## config.mk

```make
export PLATFORM = sky130hd
export DESIGN_NAME = mem_arbiter_flat
export DESIGN_NICKNAME = d
export VERILOG_FILES = /design/src/rtl/mem_arbiter_if.sv /design/src/rtl/mem_arbiter.sv /design/src/flat_wrapper.sv
export SDC_FILE = /design/constraint.sdc
export NUM_CORES = 1
export LEC_CHECK = 0
export CORE_UTILIZATION = 31
export CTS_CLUSTER_SIZE = 40
export DETAILED_ROUTE_END_ITERATION = 6
export PLACE_DENSITY_LB_ADDON = 0.3
export SETUP_SLACK_MARGIN = 0.5
export SLEW_MARGIN = 10
export SYNTH_ARGS = -nofsm -noshare
export SYNTH_HDL_FRONTEND = slang
export SYNTH_SLANG_ARGS = --single-unit
```

## constraint.sdc

```tcl
create_clock -name clk -period 2 [get_ports clk]
set_input_delay 0.4 -clock clk [delete_from_list [all_inputs] [get_ports clk]]
set_output_delay 0.4 -clock clk [all_outputs]
set_load 0.02 [all_outputs]
```

## src/rtl/mem_arbiter_if.sv

```systemverilog
// Cache/memory bundle for mem_arbiter: icache and dcache line requests plus the shared word-wide memory port.
// master = the arbiter, slave = the caches and memory it serves.
interface mem_arbiter_if #(
    parameter int ADDR_W     = 32,
    parameter int DATA_W     = 32,
    parameter int LINE_WORDS = 4
);
    logic                         ic_req;
    logic [ADDR_W-1:0]            ic_addr;
    logic                         ic_rvalid;
    logic [DATA_W-1:0]            ic_rdata;
    logic                         ic_done;

    logic                         dc_req;
    logic                         dc_we;
    logic [ADDR_W-1:0]            dc_addr;
    logic [LINE_WORDS*DATA_W-1:0] dc_wdata;
    logic                         dc_rvalid;
    logic [DATA_W-1:0]            dc_rdata;
    logic                         dc_done;

    logic                         mem_req;
    logic                         mem_we;
    logic [ADDR_W-1:0]            mem_addr;
    logic [DATA_W-1:0]            mem_wdata;
    logic                         mem_ack;
    logic [DATA_W-1:0]            mem_rdata;

    logic                         busy;

    modport master (
        input  ic_req, ic_addr, dc_req, dc_we, dc_addr, dc_wdata, mem_ack, mem_rdata,
        output ic_rvalid, ic_rdata, ic_done, dc_rvalid, dc_rdata, dc_done,
               mem_req, mem_we, mem_addr, mem_wdata, busy
    );

    modport slave (
        output ic_req, ic_addr, dc_req, dc_we, dc_addr, dc_wdata, mem_ack, mem_rdata,
        input  ic_rvalid, ic_rdata, ic_done, dc_rvalid, dc_rdata, dc_done,
               mem_req, mem_we, mem_addr, mem_wdata, busy
    );
endinterface

```

## src/rtl/mem_arbiter.sv

```systemverilog
// Grants the memory port to one cache and walks its line as LINE_WORDS single-word transactions; one IDLE cycle between grants.
// MEM_ARB_RR_EN: ties go to the cache that did not own last (else dcache always wins ties).
module mem_arbiter #(
    parameter int ADDR_W     = 32,
    parameter int DATA_W     = 32,
    parameter int LINE_WORDS = 4
) (
    input  logic          clk,
    input  logic          rst,
    mem_arbiter_if.master bus
);
    localparam int IDX_W   = $clog2(LINE_WORDS);
    localparam int CNT_W   = (IDX_W < 2) ? 2 : IDX_W;
    localparam int BYTE_SH = $clog2(DATA_W / 8);
    localparam int OFF_W   = $clog2(LINE_WORDS * DATA_W / 8);
    localparam logic [ADDR_W-1:0] BASE_MASK = ~((ADDR_W'(1) << OFF_W) - ADDR_W'(1));
    localparam logic [CNT_W-1:0]  CNT_LAST  = CNT_W'(LINE_WORDS - 1);

    typedef enum logic [1:0] {
        IDLE  = 2'd0,
        OWN_I = 2'd1,
        OWN_D = 2'd2
    } state_t;

    state_t                          state_q, state_d;
    logic [CNT_W-1:0]                cnt_q, cnt_d;
    logic [ADDR_W-1:0]               base_q, base_d;
    logic                            we_q, we_d;
    logic [LINE_WORDS-1:0][DATA_W-1:0] wdata_q, wdata_d;

    logic owning;
    logic ack;
    logic last;
    logic grant_d;
    logic grant_i;

`ifdef MEM_ARB_RR_EN
    // 1 = dcache held the most recent grant
    logic last_dc_q, last_dc_d;
`endif

    always_comb begin
        state_d = state_q;
        cnt_d   = cnt_q;
        base_d  = base_q;
        we_d    = we_q;
        wdata_d = wdata_q;

        owning = (state_q == OWN_I) || (state_q == OWN_D);
        // rst gating keeps an aborted burst from emitting a final rvalid/done
        ack    = owning && bus.mem_ack && !rst;
        last   = (cnt_q == CNT_LAST);

`ifdef MEM_ARB_RR_EN
        last_dc_d = last_dc_q;
        grant_d   = bus.dc_req && (!bus.ic_req || !last_dc_q);
`else
        grant_d   = bus.dc_req;
`endif
        grant_i   = bus.ic_req && !grant_d;

        case (state_q)
            IDLE: begin
                if (grant_d) begin
                    state_d = OWN_D;
                    base_d  = bus.dc_addr & BASE_MASK;
                    we_d    = bus.dc_we;
                    wdata_d = bus.dc_wdata;
                    cnt_d   = '0;
`ifdef MEM_ARB_RR_EN
                    last_dc_d = 1'b1;
`endif
                end else if (grant_i) begin
                    state_d = OWN_I;
                    base_d  = bus.ic_addr & BASE_MASK;
                    we_d    = 1'b0;
                    wdata_d = '0;
                    cnt_d   = '0;
`ifdef MEM_ARB_RR_EN
                    last_dc_d = 1'b0;
`endif
                end
            end
            OWN_I, OWN_D: begin
                if (ack) begin
                    if (last) begin
                        cnt_d   = '0;
                        state_d = IDLE;
                    end else begin
                        cnt_d = cnt_q + CNT_W'(1);
                    end
                end
            end
            default: state_d = IDLE;
        endcase
    end

    always_comb begin
        bus.busy      = owning;
        bus.mem_req   = owning;
        bus.mem_we    = owning && we_q;
        bus.mem_addr  = owning ? (base_q + (ADDR_W'(cnt_q) << BYTE_SH)) : '0;
        bus.mem_wdata = owning ? wdata_q[cnt_q[IDX_W-1:0]] : '0;

        bus.ic_rvalid = ack && (state_q == OWN_I);
        bus.ic_rdata  = bus.ic_rvalid ? bus.mem_rdata : '0;
        bus.ic_done   = bus.ic_rvalid && last;

        // writebacks complete with done only; no data goes back to the dcache
        bus.dc_rvalid = ack && (state_q == OWN_D) && !we_q;
        bus.dc_rdata  = bus.dc_rvalid ? bus.mem_rdata : '0;
        bus.dc_done   = ack && (state_q == OWN_D) && last;
    end

    always_ff @(posedge clk) begin
        if (rst) begin
            state_q <= IDLE;
            cnt_q   <= '0;
            base_q  <= '0;
            we_q    <= 1'b0;
            wdata_q <= '0;
        end else begin
            state_q <= state_d;
            cnt_q   <= cnt_d;
            base_q  <= base_d;
            we_q    <= we_d;
            wdata_q <= wdata_d;
        end
    end

`ifdef MEM_ARB_RR_EN
    always_ff @(posedge clk) begin
        if (rst) begin
            last_dc_q <= 1'b0;
        end else begin
            last_dc_q <= last_dc_d;
        end
    end
`endif
endmodule

```

## src/flat_wrapper.sv

```systemverilog
// flat-port wrapper written by rule: the top's interface ports become plain ports
module mem_arbiter_flat 
#(
    parameter int ADDR_W     = 32,
    parameter int DATA_W     = 32,
    parameter int LINE_WORDS = 4
)
  (clk, rst, bus_ic_req, bus_ic_addr, bus_dc_req, bus_dc_we, bus_dc_addr, bus_dc_wdata, bus_mem_ack, bus_mem_rdata, bus_ic_rvalid, bus_ic_rdata, bus_ic_done, bus_dc_rvalid, bus_dc_rdata, bus_dc_done, bus_mem_req, bus_mem_we, bus_mem_addr, bus_mem_wdata, bus_busy);
  mem_arbiter_if #(.ADDR_W(ADDR_W), .DATA_W(DATA_W), .LINE_WORDS(LINE_WORDS)) bus_i ();
  input  logic clk;
  input  logic rst;
  input wire logic [$bits(bus_i.ic_req)-1:0] bus_ic_req;
  input wire logic [$bits(bus_i.ic_addr)-1:0] bus_ic_addr;
  input wire logic [$bits(bus_i.dc_req)-1:0] bus_dc_req;
  input wire logic [$bits(bus_i.dc_we)-1:0] bus_dc_we;
  input wire logic [$bits(bus_i.dc_addr)-1:0] bus_dc_addr;
  input wire logic [$bits(bus_i.dc_wdata)-1:0] bus_dc_wdata;
  input wire logic [$bits(bus_i.mem_ack)-1:0] bus_mem_ack;
  input wire logic [$bits(bus_i.mem_rdata)-1:0] bus_mem_rdata;
  output wire logic [$bits(bus_i.ic_rvalid)-1:0] bus_ic_rvalid;
  output wire logic [$bits(bus_i.ic_rdata)-1:0] bus_ic_rdata;
  output wire logic [$bits(bus_i.ic_done)-1:0] bus_ic_done;
  output wire logic [$bits(bus_i.dc_rvalid)-1:0] bus_dc_rvalid;
  output wire logic [$bits(bus_i.dc_rdata)-1:0] bus_dc_rdata;
  output wire logic [$bits(bus_i.dc_done)-1:0] bus_dc_done;
  output wire logic [$bits(bus_i.mem_req)-1:0] bus_mem_req;
  output wire logic [$bits(bus_i.mem_we)-1:0] bus_mem_we;
  output wire logic [$bits(bus_i.mem_addr)-1:0] bus_mem_addr;
  output wire logic [$bits(bus_i.mem_wdata)-1:0] bus_mem_wdata;
  output wire logic [$bits(bus_i.busy)-1:0] bus_busy;
  assign bus_i.ic_req = bus_ic_req;
  assign bus_i.ic_addr = bus_ic_addr;
  assign bus_i.dc_req = bus_dc_req;
  assign bus_i.dc_we = bus_dc_we;
  assign bus_i.dc_addr = bus_dc_addr;
  assign bus_i.dc_wdata = bus_dc_wdata;
  assign bus_i.mem_ack = bus_mem_ack;
  assign bus_i.mem_rdata = bus_mem_rdata;
  assign bus_ic_rvalid = bus_i.ic_rvalid;
  assign bus_ic_rdata = bus_i.ic_rdata;
  assign bus_ic_done = bus_i.ic_done;
  assign bus_dc_rvalid = bus_i.dc_rvalid;
  assign bus_dc_rdata = bus_i.dc_rdata;
  assign bus_dc_done = bus_i.dc_done;
  assign bus_mem_req = bus_i.mem_req;
  assign bus_mem_we = bus_i.mem_we;
  assign bus_mem_addr = bus_i.mem_addr;
  assign bus_mem_wdata = bus_i.mem_wdata;
  assign bus_busy = bus_i.busy;
  mem_arbiter #(.ADDR_W(ADDR_W), .DATA_W(DATA_W), .LINE_WORDS(LINE_WORDS)) u_core (.clk(clk), .rst(rst), .bus(bus_i));
endmodule
```

==> flow_summary.json, run 1 <==
{
  "finalPower_mw": 14.10,
  "violations": "negative setup slack",
  "die_x_um": 158.8,
  "cts_tree": "built",
  "synth.area.top_cells": "dfxtp_1, a22oi_1, and2_1",
  "cp_slowest_cell": "dfxtp_2",
  "fin_nets": 1396,
  "fin_setup_tns_ns": -33.17,
  "cts_buffers": 17,
  "ys.flop_type": "dfxtp_1",
  "drc": 0,
  "cts_root_buf": "clkbuf_16",
  "fin_crit_sh": 1.156,
  "crit_fanout": 8,
  "ys.warnings.count": 0,
  "cellPowerDensity_mw_per_mm2": 1044,
  "cts_max_path_buffers": 2,
  "synthCells": 780,
  "drt_iter0_drc": 401,
  "holdCritStartpoint": "rst",
  "holdPathStages": 4,
  "core_sq_mm": 0.02425,
  "clock_latency_ns": 0.41,
  "finalNonFillerCells": 1505,
  "dp_cells": 1414,
  "hold_viol": 0,
  "antenna_found_initial": 7,
  "gp_congestion": 1.019,
  "synth_edf_count": 0,
  "setup_viol": 135,
  "place_ws_ns": -0.5982,
  "wirelength_mm": 28.07,
  "hold_class": "primary input to flop",
  "startpoint_type": "flop",
  "r2r_cells": 12,
  "end_kind": "output pin",
  "cts_max_level": 4,
  "yosysSeqAreaShare": 0.4228,
  "slew_violations": 0,
  "status": "complete, but fails checks",
  "area_delta_synth_final_pct": 77.25,
  "period_needed_ns": 2.312,
  "place.port_buffers": 354,
  "clk_pin_slew_ns": 0.07,
  "cp.required_ns": 1.60,
  "rows": 57,
  "grt-ovfl-total": 0,
  "grt_pass1_vias": 7265,
  "start_util": 0.3143,
  "via_count": 7295,
  "die_area_sq_mm": 0.02522,
  "routedWlPerCell_um": 18.65,
  "crit_chain": "inv_2 > ha_4 > nand2_4 > nor3_4 > buf_12 > clkbuf_16 > and2_4 > buf_6",
  "grt.total_usage": 0.2111,
  "yosys.area.top_type_share": 0.4228,
  "syn_area_per_cell_sq_um": 9.772,
  "dieHeight_um": 158.8,
  "r2r_start": "u_core.state_q[1]",
  "worst_pin_slew_ns": 1.169,
  "fill_cells": 2100,
  "synth.largest_area_cell": "dfxtp_1",
  "grt_max_degree": 107,
  "post-dp-hpwl_mm": 18.49,
  "clock-sinks": 161,
  "r2r-end": "u_core.state_q[0]",
  "ant_nets": 0,
  "p_leak_nw": 5.587,
  "r2r_slack_ns": -0.13,
  "grt_pass1_wl_mm": 41.32,
  "max-cap-violations": 0,
  "max_stage_delay_ns": 0.33,
  "synth-async-reset-ratio": 0,
  "num_io_pins": 365,
  "dr.pass1.iters": 5,
  "grt_setup_unrepaired": "true",
  "finalWorstSetupSlack_ns": -0.3125,
  "cp_data_arrival_time_ns": 1.91,
  "synth-seq-cells": 161,
  "fmax_ghz": 0.4324,
  "yosysUniqueCellTypes": 27,
  "relSlewSlack": 0.2208,
  "via_per_inst": 4.847,
  "finClkSkew_ns": 0.006246,
  "criticalPathCategory": "flop to output pin",
  "ir_worst_vdd_mv": 0.6228,
  "hold_end": "u_core.state_q[1]",
  "drive_gt1_frac": 0.3762,
  "synthesis.area_sq_mm": 0.007622,
  "post-route-util": 0.5572
}
[layout by cell type (no fill, tap or decap), drive strengths merged]
master | netlist | layout
clkdlybuf4s50 | 0 | 219
buf | 54 | 217
dfxtp | 161 | 161
nor2 | 160 | 160
and2 | 129 | 130
a22oi | 129 | 129
mux4 | 32 | 32
mux2i | 30 | 30
a211oi | 30 | 30
clkbuf | 28 | 25
inv | 4 | 13
diode | 0 | 6
nand2b | 4 | 4
nand2 | 4 | 4
ha | 4 | 4
conb | 1 | 2
clkinvlp | 0 | 2
bufinv | 0 | 2
o32ai | 2 | 2
nor3 | 1 | 1
nand3 | 1 | 1
o21ai | 1 | 1
nor3b | 1 | 1
nor2b | 1 | 1
a21o | 1 | 1
or3b | 1 | 1
o21a | 1 | 1
clkinv | 0 | 1
[registers in the layout, indices dropped and copies added (netlist names)]
register and flops:
u_core.base_q 28, u_core.wdata_q 128, u_core.state_q 2, u_core.cnt_q 2
u_core.we_q 1
[per-layer routing]
layer  track usage  vias to the layer above  part of all wire
li1              -                     3513                 -
met4       0.07414                        2             0.025
met2        0.3818                      282              0.52
met5             0                        -           0.00046
met1        0.2341                     3463              0.38
met3       0.05982                       35             0.066
[critical path: cells and delay by family, from the launching register on]
family	cells	cell delay, ns
DFF	1	0.33
and+or+nand+nor	3	0.41
adders and majority gates	1	0.30
buffers and inverters	4	0.46
[synth_stat cells, types with 4 or more instances]
master,instances
ha_1,4
mux2i_1,30
nor2_1,160
inv_1,4
buf_2,13
nand2b_1,4
a22oi_1,129
clkbuf_1,28
and2_1,129
mux4_2,25
buf_4,22
nand2_1,4
mux4_1,7
dfxtp_1,161
buf_6,17
a211oi_1,30
[logic make-up (layout without fill, tap and decap cells)]
logic type / count (synthesis) / count (layout) / share of synthesized area
simple gates: 302 / 303 / 0.1948
compound gates: 164 / 164 / 0.1615
flops: 161 / 161 / 0.4228
buf+inv: 86 / 479 / 0.07633
mux: 62 / 62 / 0.1374
fa+ha+maj: 4 / 4 / 0.006566
other cells: 1 / 8 / 0.0004920
[stage by stage]
stage,hold slack [ns],cell area (sq um)
5_1_grt,0.3966,13510
6_report,0.3880,13510
3_5_place_dp,0.4866,11760
3_3_place_gp,0.4811,11760
2_1_floorplan,0.4638,7973
4_1_cts,0.3738,12940
[power breakdown]
part	internal (mW)	total, mW	switching (mW)
registers	3.75	4.07	0.319
logic	3.73	6.69	2.95
clock network	1.89	3.35	1.46
[cell type report]
class / instances / area (sq um) / share of cell area
repair buffers: 443 / 5020 / 0.3715
clock buffers: 18 / 429.2 / 0.03177
inverters: 4 / 15.01 / 0.001111
diodes: 6 / 15.01 / 0.001111
well taps: 324 / 405.4 / 0.03001
flip-flops and latches: 161 / 3233 / 0.2393
multi-input cells: 535 / 4224 / 0.3126
clock inverters: 14 / 168.9 / 0.01250
[worst max path at each step]
stage,from,cells after the start,to,slack [ns]
floorplan,u_core.state_q[0],7,bus_dc_rdata[10],0.17
global placement,bus_mem_ack,6,bus_dc_rdata[1],-0.55
detailed placement,bus_mem_ack,6,bus_dc_rdata[8],-0.60
CTS,u_core.state_q[0],7,bus_dc_rdata[21],-0.33
global route,u_core.state_q[0],8,bus_dc_rdata[19],-0.38
finish,u_core.state_q[0],8,bus_dc_rdata[8],-0.31
[timing repair]
| item | 4_1_cts | 5_1_grt |
|---|---|---|
| buffers inserted | 22 | 14 |
| pin swaps | 4 | 41 |
| cloned | 8 | 9 |
| hold buffers | 0 | 0 |
| resized for setup | 704 | 203 |
| setup endpoints to repair | 212 | 224 |
Power figures use the tool's default switching activity.
==> run 2, diff against run 1 <==
SLEW_MARGIN = default   (was 10)
==> results of run 2 <==
Final layout, timing and power as in run 1 (identical DEF).
